`config.mk`:
```
export PLATFORM = sky130hd
export DESIGN_NAME = dff_scan_readback
export DESIGN_NICKNAME = d
export VERILOG_FILES = /design/src/rtl/dff_scan_readback_pkg.sv /design/src/rtl/dff_scan_readback_shreg.sv /design/src/rtl/dff_scan_readback.sv
export SDC_FILE = /design/constraint.sdc
export NUM_CORES = 1
export LEC_CHECK = 0
export CAP_MARGIN = 20
export CORE_MARGIN = 5
export CORE_UTILIZATION = 40
export CTS_CLUSTER_DIAMETER = 150
export CTS_CLUSTER_SIZE = 10
export DETAILED_ROUTE_END_ITERATION = 16
export HOLD_SLACK_MARGIN = 0.12
export SETUP_SLACK_MARGIN = 0.1
export SLEW_MARGIN = 15
export SYNTH_ARGS = -nofsm -noshare
export SYNTH_HDL_FRONTEND = slang
export SYNTH_SLANG_ARGS = --single-unit
```
`constraint.sdc`:
```
create_clock -name clk -period 3.95 [get_ports clk]
set_clock_uncertainty 0.1 [all_clocks]
set_input_delay 0.395 -clock clk [delete_from_list [all_inputs] [get_ports clk]]
set_output_delay 0.395 -clock clk [all_outputs]
set_load 0.02 [all_outputs]
```
`src/rtl/dff_scan_readback_pkg.sv`:
```
// dff_scan_readback_pkg: shared FSM state type and counter sizing for the scan readback block
package dff_scan_readback_pkg;
  typedef enum logic [1:0] {IDLE, SHIFT, DONE} state_t;
  function automatic int cnt_w(input int width, input int parity);
    return $clog2(width + parity + 1);
  endfunction
endpackage

```
`src/rtl/dff_scan_readback_shreg.sv`:
```
// dff_scan_shreg: loadable shift register presenting captured bits plus optional parity in either order
module dff_scan_shreg
  import dff_scan_readback_pkg::*;
#(
  parameter int WIDTH = 32,
  parameter int LSB_FIRST = 1,
  parameter int PARITY = 1
) (
  input  logic             clk,
  input  logic             clr,
  input  logic             load,
  input  logic             shift,
  input  logic [WIDTH-1:0] data,
  output logic             bit_out
);
  localparam int FLEN = WIDTH + PARITY;
  logic [FLEN-1:0] frame;
  logic [FLEN-1:0] sr;
  if (PARITY != 0) begin : g_par
    assign frame = LSB_FIRST != 0 ? {^data, data} : {data, ^data};
  end else begin : g_nopar
    assign frame = data;
  end
  assign bit_out = LSB_FIRST != 0 ? sr[0] : sr[FLEN-1];
  // capture the whole frame at once, then move the presented bit one place per transfer
  always_ff @(posedge clk) begin
    if (clr) sr <= '0;
    else if (load) sr <= frame;
    else if (shift) sr <= LSB_FIRST != 0 ? sr >> 1 : sr << 1;
  end
endmodule

```
`src/rtl/dff_scan_readback.sv`:
```
// dff_scan_readback: captures parallel flop state and streams it out serially with valid/ready handshake
module dff_scan_readback
  import dff_scan_readback_pkg::*;
#(
  parameter int WIDTH = 32,
  parameter int LSB_FIRST = 1,
  parameter int PARITY = 1
) (
  input  logic             clk,
  input  logic             clr,
  input  logic             start,
  input  logic [WIDTH-1:0] cap_data,
  output logic             busy,
  output logic             sout,
  output logic             sout_valid,
  input  logic             sout_ready,
  output logic             last,
  output logic             done
);
  localparam int FLEN = WIDTH + PARITY;
  localparam int CW = cnt_w(WIDTH, PARITY);
  localparam logic [CW-1:0] LAST_IDX = CW'(FLEN - 1);
  state_t state;
  logic [CW-1:0] cnt;
  logic bit_out;
  logic load;
  logic xfer;
  assign load = state == IDLE && start;
  assign xfer = sout_valid && sout_ready;
  assign sout = sout_valid & bit_out;
  dff_scan_shreg #(.WIDTH(WIDTH), .LSB_FIRST(LSB_FIRST), .PARITY(PARITY)) u_shreg (
    .clk(clk),
    .clr(clr),
    .load(load),
    .shift(xfer),
    .data(cap_data),
    .bit_out(bit_out)
  );
  // frame sequencing with registered handshake and status outputs
  always_ff @(posedge clk) begin
    if (clr) begin
      state <= IDLE;
      cnt <= '0;
      busy <= 1'b0;
      sout_valid <= 1'b0;
      last <= 1'b0;
      done <= 1'b0;
    end else begin
      case (state)
        IDLE: if (start) begin
          state <= SHIFT;
          cnt <= '0;
          busy <= 1'b1;
          sout_valid <= 1'b1;
          last <= LAST_IDX == '0;
        end
        SHIFT: if (sout_ready) begin
          if (cnt == LAST_IDX) begin
            state <= DONE;
            sout_valid <= 1'b0;
            last <= 1'b0;
            done <= 1'b1;
          end else begin
            cnt <= cnt + 1'b1;
            last <= cnt + 1'b1 == LAST_IDX;
          end
        end
        DONE: begin
          state <= IDLE;
          busy <= 1'b0;
          done <= 1'b0;
        end
        default: state <= IDLE;
      endcase
    end
  end
endmodule

```
Word level (Yosys, flattened, before mapping) --
Index checks and enable logic that the tools add are counted.
Word-level totals: latch bits 0, register bits 45, memories kept 0, RAM bits 0, bits in read-only memories 0
Operators by class: bitwise logic cells 1, equal/unequal tests 8, mux-type cells 22, multiply operators 0, add/sub/neg operators 1, order comparisons 0, shift operators 0, reductions and logical operators 14, div/mod/pow operators 0
Operators with widths (count):
- $mux W33 | 2
- $reduce_xor A32 Y1 | 1
- $mux W6 | 3
- $eq A6 B6 Y1 const B | 2
- $pmux W6 S2 | 1
- $reduce_and A3 Y1 | 3
- $mux W1 | 8
- $ne A2 B2 Y1 const B | 4
- $pmux W1 S2 | 4
- $reduce_and A4 Y1 | 2
- $reduce_bool A2 Y1 | 4
- $add A6 B1 Y6 const B | 1
- $mux W2 | 3
- $pmux W2 S2 | 1
- $eq A2 B1 Y1 const B | 1
- $eq A2 B2 Y1 const B | 1
- $logic_and A1 B1 Y1 | 2
- $logic_not A2 Y1 | 1
- $reduce_and A2 Y1 | 1
- $and A1 B1 Y1 | 1

Logic depth before layout (Yosys ltp) --
Gate-level depths: netlist (run 1).
depth in word-level cells 5, depth in mapped cells 7, depth with buffers taken out 7

Hierarchy --
From an unflattened synthesis (run 1), not the netlist that was laid out.
Unflattened totals: cell total of the unflattened synthesis 289, area total of the unflattened synthesis 2402.3 um2
Modules (own cells, without submodules):
- dff_scan_shreg | times used 1, cells each 210, area an instance 1734.2 um2
- dff_scan_readback | times used 1, cells each 79, area an instance 668.1 um2

Worst setup path before layout (run 1) --
No wires, ideal clock.
path kind register to register, start point reg cnt[0], end point reg cnt[4], data arrival time 1579 ps, path buffers 0, setup time 74 ps, clock period less this slack 1754 ps, required time 3776 ps, cell stages (with the launch flop) 7, path slack 2196 ps, cell sequence dfxtp_1 > inv_1 > ha_1 > a31o_1 > or2_4 > or3_1 > a31oi_1
Between the ends: longest elaborated chain between the ends 4, elaborated cells between the ends (all ways) 7, those cells by class add/sub (1); eq/ne (2); mux (3); reduce/logical (1)
Ends and longest elaborated chain:
- from (decl) | RTL line dff_scan_readback.sv:24 | logic [CW-1:0] cnt;
- from (signal assigned) | RTL line dff_scan_readback.sv:64 | cnt <= cnt + 1'b1;
- $add A6 B1 Y6 | RTL line dff_scan_readback.sv:64
- $mux W6 | RTL line dff_scan_readback.sv:58 | if (cnt == LAST_IDX) begin
- $mux W6 | RTL line dff_scan_readback.sv:57 | SHIFT: if (sout_ready) begin
- $pmux W6 S2 | RTL line dff_scan_readback.sv:49 | case (state)
Parallel ways exist; a longest one is shown, timed or not. The select of a mux whose other input is x is not followed. A chain may end at the register's enable or synchronous reset.

Final worst setup path (run 1) --
start point reg sout_valid, end point out sout
Between the ends: longest elaborated chain between the ends 1
Ends and longest elaborated chain:
- from (decl) | RTL line dff_scan_readback.sv:15 | output logic sout_valid,
- from (signal assigned) | RTL line dff_scan_readback.sv:45 | sout_valid <= 1'b0;
- from (signal assigned) | RTL line dff_scan_readback.sv:54 | sout_valid <= 1'b1;
- from (signal assigned) | RTL line dff_scan_readback.sv:60 | sout_valid <= 1'b0;
- $and A1 B1 Y1 | RTL line dff_scan_readback.sv:30 | assign sout = sout_valid & bit_out;
- to (decl) | RTL line dff_scan_readback.sv:14 | output logic sout,
Every way passes these cells.

==> results of run 1 <==
-- placed cells by master (no fill, tap or decap), types with 5 or more instances in the layout --
master	Yosys	final
a21oi_1	7	7
a311oi_1	32	32
clkbuf_8	0	6
clkdlybuf4s50_1	0	40
dfxtp_1	45	45
nand2_1	39	39
nand3_1	36	36
nor2_1	44	44
xnor2_1	27	27
xor2_1	5	5
-- sequential cells by signal (all words and copies together) (netlist names) --
register,flops
busy,1
last,1
state,2
done,1
u_shreg.sr,33
cnt,6
sout_valid,1
-- Yosys cell counts, drive strengths merged --
cell type / number
a21oi: 7
nor2b: 4
dfxtp: 45
o2111ai: 1
nor3b: 1
clkbuf: 22
nand2b: 2
inv: 2
nor2: 44
a22oi: 1
nand4: 1
o31ai: 1
a311oi: 32
xnor2: 27
o21ai: 3
a211oi: 1
a31o: 1
nand3: 36
ha: 3
o211a: 1
a21o: 2
a31oi: 1
buf: 4
nand2: 39
or2: 2
nor3: 5
nand4b: 1
nor4: 1
and2: 1
or3: 1
xor2: 5
-- layer usage --
metal	track usage [%]	wire, um	up-vias
met5	0	0	-
met4	3.683	23	0
met3	4.087	237	2
met2	24.69	2674	28
met1	18.99	2523	990
li1	-	-	1096
-- stage by stage --
stage | instance area [um^2] | hold slack [ns] | util [%]
after floorplan | 2346 | 0.3538 | -
after global placement | 2766 | 0.3714 | 49.33
after detailed placement | 2766 | 0.3727 | 49.33
after CTS | 2853 | 0.3886 | 50.87
after global routing | 2868 | 0.4026 | 51.14
final | 2868 | 0.3842 | 51.14
-- final timing paths --
path | start | endpoint | slack (ns) | cells after the start
setup reg to reg | cnt[0] | cnt[4] | 2.05 | 6
hold reg to reg | u_shreg.sr[26] | u_shreg.sr[26] | 0.38 | 2
hold / removal | u_shreg.sr[26] | u_shreg.sr[26] | 0.38 | 2
setup / recovery | sout_valid | sout | 1.72 | 3
-- logic make-up (layout without fill, tap and decap cells) --
group / after synthesis / after routing / synth area share [%]
simple gates: 138 / 138 / 26.24
compound gates: 51 / 51 / 17.12
flops: 45 / 45 / 38.40
xor+xnor: 32 / 32 / 11.95
buf+inv: 28 / 54 / 4.693
fa+ha+maj: 3 / 3 / 1.600
-- final cells by class --
cell class	count	share of cell area, %
inverter	2	0.2618
timing repair buffer	45	15.53
sequential	45	31.41
multi-input combinational	224	46.64
clock buffer	7	3.010
tap	72	3.141
-- where the power goes --
part	switching (uW)	internal, uW
clock	141	139
combinational	121	122
sequential	19.0	489
-- worst max-delay path, delay by kind of cell (launching register included) --
kind	cells	cell delay, ns
and+or+nand+nor	1	0.18
DFF	1	0.33
buffers and inverters	2	0.93
==> results.sh, run 1 <==
export IMPL_ctsResizeCount=0
export IMPL_drt_pass1_iter_count=4
export IMPL_status="finished, final reports clean"
export IMPL_die_area_um2=7497
export IMPL_cts_setup_buffers=0
export IMPL_ir_drop_mv=0.2117
export IMPL_drive_gt1_share_pct=4.644
export IMPL_power_density_nw_per_um2=359.2
export IMPL_max_freq_ghz=0.4494
export IMPL_cts_sinks=45
export IMPL_hold_buffers=0
export IMPL_rsz0062_at_grt="false"
export IMPL_detail_route_antenna_nets=0
export IMPL_hold_viol_final=0
export IMPL_cts_root_buf="clkbuf_8"
export IMPL_ys_types=35
export IMPL_ys_seq_elements=45
export IMPL_syn_avg_cell_area_um2=7.899
export IMPL_slew_headroom_pct=44.90
export IMPL_place_inst=387
export IMPL_setup_violations=0
export IMPL_die_w_um=86.59
export IMPL_floorplan_initialDensity_pct=41.83
export IMPL_synth_area_leaders="dfxtp_1, a311oi_1, xnor2_1"
export IMPL_via_per_inst=5.357
export IMPL_grt_antenna_before_repair=0
export IMPL_worstPathRequired_ns=3.45
export IMPL_synthCells=297
export IMPL_cp_max_fo=35
export IMPL_maxSlewViolCount=0
export IMPL_hold_class="flip-flop to flip-flop"
export IMPL_multiInputGateArea_um2=1338
export IMPL_grt_max_degree=68
export IMPL_num_nets_final=362
export IMPL_avgRoutedWirePerCell_um=13.82
export IMPL_yosysSeqAreaShare_pct=38.40
export IMPL_setup_worst_path_class="flip-flop to output port"
export IMPL_diodes=0
export IMPL_drt_total_wl_um=5457
export IMPL_worst_setup_path_start_kind="flip-flop"
export IMPL_place_gp_congestion=0.8441
export IMPL_yosysWarnings=0
export IMPL_crit_arrival_ns=1.73
export IMPL_pre_cts_ws_ns=1.300
export IMPL_maxCapViolCount=0
export IMPL_fin_crit_ns=2.225
export IMPL_leakagePower_uw=0.0009808
export IMPL_synth_top_area_share_pct=38.40
export IMPL_core_area_um2=5608
export IMPL_rows=27
export IMPL_fin_crit_sh_pct=56.34
export IMPL_numCtsBuffers=5
export IMPL_hpwl_um=3650
export IMPL_setup_ws_ns=1.725
export IMPL_clk_pin_slew_worst_paths_ns=0.08
export IMPL_yosysTopAreaCell="dfxtp_1"
export IMPL_synthesis_nets=336
export IMPL_clock_latency_ns=0.28
export IMPL_cts_tree="built"
export IMPL_endpoint_kind="output port"
export IMPL_grt_total_usage_pct=14.84
export IMPL_grt_first_pass_wirelength_um=9066
export IMPL_synthesis_area_um2=2346
export IMPL_dieHeight_um=86.59
export IMPL_clockBufferDepth=2
export IMPL_worst_pin_slew_ns=0.8239
export IMPL_drc_errors=0
export IMPL_worst_path_largest_cell_delay_ns=0.60
export IMPL_p_total_uw=1030
export IMPL_io_pins=41
export IMPL_via_count=2116
export IMPL_fin_cells=395
export IMPL_areaGrowthSynthToFinish_pct=22.24
export IMPL_path_cells="buf_4 > and2_1 > clkdlybuf4s50_1"
export IMPL_grt_pass1_vias=1964
export IMPL_fillers=562
export IMPL_gr_total_overflow=0
export IMPL_htreeDepth=2
export IMPL_slowest_stage="clkdlybuf4s50_1"
export IMPL_seqCellArea_um2=900.9
export IMPL_drt_iter0_drc=114
export IMPL_port_buffers=40
export IMPL_tns_ns=0
(Power assumes the default switching activity.)
==> run 2: changes to the inputs <==
--- a/config.mk
+++ b/config.mk
@@ -12,6 +12,7 @@
 export CTS_CLUSTER_SIZE = 10
 export DETAILED_ROUTE_END_ITERATION = 16
 export HOLD_SLACK_MARGIN = 0.12
+export PLACE_DENSITY = 0.66
 export SETUP_SLACK_MARGIN = 0.1
 export SLEW_MARGIN = 15
 export SYNTH_ARGS = -nofsm -noshare
==> constraint.sdc (replaced) <==
create_clock -name clk -period 1.8 [get_ports clk]
set_clock_uncertainty 0.1 [all_clocks]
set_input_delay 0.18 -clock clk [delete_from_list [all_inputs] [get_ports clk]]
set_output_delay 0.18 -clock clk [all_outputs]
set_load 0.02 [all_outputs]
==> run 2 against run 1 <==
Sequential power up 120%. Combinational power up 140%. Via count up 1.1%. First-iteration DRC count down 4.4%. Utilization up 5.2 points. Cell count up 3.8%. Design area up 10%. Sequential share of layout area down 2.7 points. Critical path depth up 3. Clock power rose to 2.8 times the previous value. Worst setup slack worse by 1.6 ns. Die area unchanged. Critical endpoint is now cnt[4]. Highest routed layer unchanged.
==> results.sh, run 2 (synthesized netlist as in run 1, its figures left out) <==
export IMPL_worst_setup_path_start_kind="flip-flop"
export IMPL_slew_headroom_pct=76.84
export IMPL_worstPathRequired_ns=1.92
export IMPL_htreeDepth=2
export IMPL_hold_viol_final=0
export IMPL_grt_total_usage_pct=15.33
export IMPL_drt_iter0_drc=109
export IMPL_grt_pass1_vias=2048
export IMPL_drc_errors=0
export IMPL_worst_pin_slew_ns=0.3474
export IMPL_wl_met3_um=236
export IMPL_worst_path_largest_cell_delay_ns=0.38
export IMPL_io_pins=41
export IMPL_layout_common_cells="nor2_1, dfxtp_1, nand2_1"
export IMPL_cp_top_family="simple AND/OR/NAND/NOR gates"
export IMPL_endpoint_kind="flip-flop"
export IMPL_clock_latency_ns=0.29
export IMPL_power_density_nw_per_um2=785.7
export IMPL_detail_route_antenna_nets=0
export IMPL_wl_met2_um=2426
export IMPL_cts_root_buf="clkbuf_8"
export IMPL_drt_pass1_iter_count=4
export IMPL_slowest_stage="dfxtp_4"
export IMPL_ir_drop_mv=0.3974
export IMPL_via_count=2139
export IMPL_leakagePower_uw=0.001213
export IMPL_cp_max_fo=6
export IMPL_floorplan_initialDensity_pct=41.83
export IMPL_hpwl_um=3658
export IMPL_path_cells="inv_2 > ha_4 > a31o_1 > or2_4 > or3_1 > a31oi_1"
export IMPL_fin_crit_ns=1.685
export IMPL_rsz0062_at_grt="true"
export IMPL_tns_ns=0
export IMPL_clockBufferDepth=2
export IMPL_drive_gt1_share_pct=13.02
export IMPL_whs_ns=0.1236
export IMPL_avgRoutedWirePerCell_um=13.24
export IMPL_gr_total_overflow=0
export IMPL_worstRegToRegCells=6
export IMPL_grt_antenna_before_repair=0
export IMPL_cp_buffers_inverters=1
export IMPL_num_nets_final=376
export IMPL_top_layer="met4"
export IMPL_place_gp_congestion=0.8011
export IMPL_grt_max_degree=47
export IMPL_wl_met1_um=2713
export IMPL_dieHeight_um=86.59
export IMPL_layout_commonest_cell="nor2_1"
export IMPL_hold_class="input pin to flip-flop"
export IMPL_drt_total_wl_um=5430
export IMPL_regMostFlops="u_shreg.sr"
export IMPL_diodes=0
export IMPL_fillers=527
export IMPL_status="finished, final reports clean"
export IMPL_die_area_um2=7497
export IMPL_rows=27
export IMPL_setup_worst_path_class="flip-flop to flip-flop"
export IMPL_core_area_um2=5608
export IMPL_max_freq_ghz=0.5934
export IMPL_areaGrowthSynthToFinish_pct=34.56
export IMPL_die_w_um=86.59
export IMPL_cts_sinks=45
export IMPL_maxCapViolCount=0
export IMPL_maxSlewViolCount=0
export IMPL_cts_setup_buffers=0
export IMPL_hold_path_cell_count=3
export IMPL_clk_pin_slew_worst_paths_ns=0.08
export IMPL_largest_registers="u_shreg.sr x33, cnt x6, state x2"
export IMPL_port_buffers=40
export IMPL_crit_cells=6
export IMPL_setup_violations=0
export IMPL_grt_first_pass_wirelength_um=9570
export IMPL_via_per_inst=5.217
export IMPL_cts_tree="built"
export IMPL_fin_crit_sh_pct=93.62
export IMPL_largest_register_ffs=33
export IMPL_crit_arrival_ns=1.80
export IMPL_fin_area_um2=3157
export IMPL_placed_cell_area_um2=2932
export IMPL_numCtsBuffers=5
## run 2: cell types whose count changed in the layout (fill, tap and decap cells not counted), moves of 2 or more
cell,previous run,this run
dfxtp_1,45,42
buf_12,0,4
xnor2_1,27,22
xnor2_2,0,5
clkdlybuf4s50_1,40,29
buf_4,4,14
dfxtp_2,0,2
dlymetal6s2s_1,0,10
## run 2: worst paths after layout
check                    from             to  slack, ns
setup / recovery       cnt[1]         cnt[4]       0.11
hold / removal    cap_data[8]  u_shreg.sr[8]       0.12
setup reg to reg       cnt[1]         cnt[4]       0.11
hold reg to reg          last           last       0.38
## run 2: repair_timing
item | 4_1_cts | 5_1_grt
hold buffers | 0 | 0
resized for setup | 2 | 26
setup endpoints to repair | 4 | 4
pin swaps | 1 | 21
## run 2: worst reg2reg max path: cells and delay by family, from the launching register on
kind / cells / cell delay (ns)
adder cells (fa/ha/maj): 1 / 0.15
AND/OR/NAND/NOR: 2 / 0.55
AO/OA/AOI/OAI: 2 / 0.37
flip-flops: 1 / 0.38
buffers and inverters: 1 / 0.05
## run 2: cell type report
cell class	instances	area, um^2	area share (%)
flip-flops and latches	45	907.1	28.74
inverters	2	7.507	0.2378
clock buffers	7	86.33	2.735
multi-input cells	224	1415	44.83
clock inverters	1	30.03	0.9512
well taps	72	90.09	2.854
repair buffers	59	620.6	19.66
## run 2: per-stage QoR
step	utilization, %	worst slack, ns	cells	power, uW
2_1_floorplan	-	0.1062	297	1493
3_3_place_gp	52.28	-0.07015	402	1704
3_5_place_dp	52.28	-0.08167	402	1708
4_1_cts	54.37	0.07835	410	2499
5_1_grt	56.29	0.05241	410	2627
6_report	56.29	0.1149	410	2480
## run 2: layer usage
metal  track usage, %  up-vias
met5                0        -
met4            4.108        0
met3            3.137        6
met2            23.71       36
met1            21.63      978
li1                 -     1119
## run 2: power breakdown
part	total, uW	switching [uW]	internal [uW]
sequential	1110	40.8	1070
clock	782	329	453
combinational	586	278	308
total	2480	648	1830
==> run 3: changes to the inputs <==
--- a/config.mk
+++ b/config.mk
@@ -12,7 +12,6 @@
 export CTS_CLUSTER_SIZE = 10
 export DETAILED_ROUTE_END_ITERATION = 16
 export HOLD_SLACK_MARGIN = 0.12
-export PLACE_DENSITY = 0.66
 export SETUP_SLACK_MARGIN = 0.1
 export SLEW_MARGIN = 15
 export SYNTH_ARGS = -nofsm -noshare
==> constraint.sdc (replaced) <==
create_clock -name clk -period 1.75 [get_ports clk]
set_clock_uncertainty 0.1 [all_clocks]
set_input_delay 0.175 -clock clk [delete_from_list [all_inputs] [get_ports clk]]
set_output_delay 0.175 -clock clk [all_outputs]
set_load 0.02 [all_outputs]
==> run 3 against run 2 <==
Design area increased by 2.8%. Flip-flop and latch count unchanged. Worst hold slack got worse by 0.0081 ns. Fmax up 3.2%. Critical path depth rose by 2. Routed wire length up 9.5%. Critical endpoint is now cnt[3]. Clock power is 15% lower. Sequential power is essentially flat. Power fell by 1.9%. Critical path type unchanged. Utilization rose by 1.6 points.
==> results.sh, run 3 (synthesized netlist as in run 1, its figures left out) <==
export IMPL_cp_top_family="simple AND/OR/NAND/NOR gates"
export IMPL_setup_violations=0
export IMPL_p_sw_uw=718.2
export IMPL_slew_headroom_pct=75.70
export IMPL_cp_buffers_inverters=2
export IMPL_maxCapViolCount=0
export IMPL_power_density_nw_per_um2=749.6
export IMPL_dieHeight_um=86.59
export IMPL_cts_setup_buffers=0
export IMPL_worstPathRequired_ns=1.89
export IMPL_drt_iter0_drc=157
export IMPL_floorplan_initialDensity_pct=41.83
export IMPL_clk_pin_slew_worst_paths_ns=0.09
export IMPL_rows=27
export IMPL_fin_crit_ns=1.633
export IMPL_cts_tree="built"
export IMPL_layout_common_cells="nor2_1, dfxtp_1, nand2_1"
export IMPL_max_freq_ghz=0.6124
export IMPL_maxSlewViolCount=0
export IMPL_p_int_uw=1715
export IMPL_cts_sinks=45
export IMPL_place_gp_congestion=0.7677
export IMPL_rsz0062_at_grt="true"
export IMPL_clock_latency_ns=0.30
export IMPL_cts_root_buf="clkbuf_8"
export IMPL_grt_pass1_vias=2088
export IMPL_worst_setup_path_start_kind="flip-flop"
export IMPL_hold_class="input pin to flip-flop"
export IMPL_grt_max_degree=47
export IMPL_io_pins=41
export IMPL_switching_share_pct=29.52
export IMPL_drt_pass1_iter_count=4
export IMPL_status="finished, final reports clean"
export IMPL_drt_total_wl_um=5947
export IMPL_worst_pin_slew_ns=0.3645
export IMPL_clockBufferDepth=2
export IMPL_largest_registers="u_shreg.sr x33, cnt x6, state x2"
export IMPL_combPwrFrac_pct=25.6
export IMPL_cp_max_fo=4
export IMPL_sequentialPowerShare_pct=47.0
export IMPL_hold_viol_final=0
export IMPL_numCtsBuffers=5
export IMPL_layout_commonest_cell="nor2_1"
export IMPL_drive_gt1_share_pct=16.43
export IMPL_die_area_um2=7497
export IMPL_via_per_inst=5.370
export IMPL_port_buffers=40
export IMPL_largest_register_ffs=33
export IMPL_crit_cells=8
export IMPL_path_cells="inv_4 > ha_4 > a31o_4 > or2_4 > buf_6 > nor3_2 > a21oi_1 > nor2_1"
export IMPL_diodes=0
export IMPL_hold_path_cell_count=3
export IMPL_core_area_um2=5608
export IMPL_htreeDepth=2
export IMPL_slowest_stage="dfxtp_4"
export IMPL_avgRoutedWirePerCell_um=14.19
export IMPL_fin_crit_sh_pct=93.30
export IMPL_grt_first_pass_wirelength_um=9873
export IMPL_areaGrowthSynthToFinish_pct=38.35
export IMPL_pwr_share_clk_pct=27.3
export IMPL_die_w_um=86.59
export IMPL_endpoint_kind="flip-flop"
export IMPL_hpwl_um=3896
export IMPL_setup_worst_path_class="flip-flop to flip-flop"
export IMPL_num_nets_final=385
export IMPL_place_inst=411
export IMPL_leakagePower_uw=0.001381
export IMPL_grt_total_usage_pct=16.27
export IMPL_grt_antenna_before_repair=0
export IMPL_whs_ns=0.1155
export IMPL_detail_route_antenna_nets=0
export IMPL_worst_path_largest_cell_delay_ns=0.36
export IMPL_fin_cells=419
export IMPL_worstRegToRegCells=8
export IMPL_ir_drop_mv=0.4890
export IMPL_drc_errors=0
export IMPL_crit_arrival_ns=1.77
export IMPL_gr_total_overflow=0
export IMPL_regMostFlops="u_shreg.sr"
export IMPL_via_count=2250
==> run 3: cell count changes in the layout (fill, tap and decap cells not counted), sizes merged <==
cell	previous run	this run
clkdlybuf4s50	29	16
dlymetal6s2s	10	23
buf	19	28
bufinv	1	0
clkinv	0	1
inv	2	4
clkbuf	7	5
==> run 3: metrics by stage <==
step	area [um^2]	total power (uW)	setup TNS (ns)	setup slack (ns)	utilization, %
after detailed placement	3004	1773	-1.042	-0.1671	53.57
final	3246	2433	0	0.1172	57.88
after CTS	3092	2434	0	0.1006	55.13
after floorplan	2354	1536	0	0.1218	-
after global routing	3246	2576	0	0.05141	57.88
after global placement	3004	1767	-0.3726	-0.1171	53.57
==> run 3: area by class of cell <==
type,instances,area (um^2)
flip-flops and latches,45,907.1
multi-input cells,224,1429
well taps,72,90.09
clock buffers,5,68.82
repair buffers,68,720.7
inverters,2,10.01
fillers,534,2362
clock inverters,3,20.02
==> run 3: path summary, 6_finish.rpt <==
check | startpoint | end | slack (ns)
setup / recovery | cnt[0] | cnt[3] | 0.12
hold / removal | cap_data[27] | u_shreg.sr[27] | 0.12
setup reg to reg | cnt[0] | cnt[3] | 0.12
hold reg to reg | u_shreg.sr[0] | u_shreg.sr[0] | 0.38
==> run 3: metal layers <==
layer,wire length (um),up-vias,GRT usage [%]
met4,58,0,5.807
met5,0,-,0
met3,324,5,3.232
li1,-,1140,-
met1,2722,1048,22.19
met2,2841,57,25.45
==> run 3: worst register-to-register path: stages, from the launching register on <==
cell and delay [ns]:
dfxtp_4 0.36, inv_4 0.04, ha_4 0.15, a31o_4 0.23, or2_4 0.25, buf_6 0.12, nor3_2 0.16, a21oi_1 0.06
nor2_1 0.10
==> run 3: what timing repair did <==
item / 4_1_cts / 5_1_grt
hold buffers: 0 / 0
gates resized for setup: 1 / 40
gates cloned: 0 / 0
setup endpoints to repair: 2 / 4
pin swaps: 1 / 27
==> run 3: power groups by stage <==
| stage | logic (uW) | registers, uW | clock network [uW] |
|---|---|---|---|
| final | 623 | 1140 | 665 |
| after CTS | 612 | 1140 | 679 |
| after floorplan | 373 | 1160 | 0 |
| after global routing | 686 | 1160 | 735 |
| after global placement | 602 | 1170 | 0 |
| after detailed placement | 607 | 1170 | 0 |
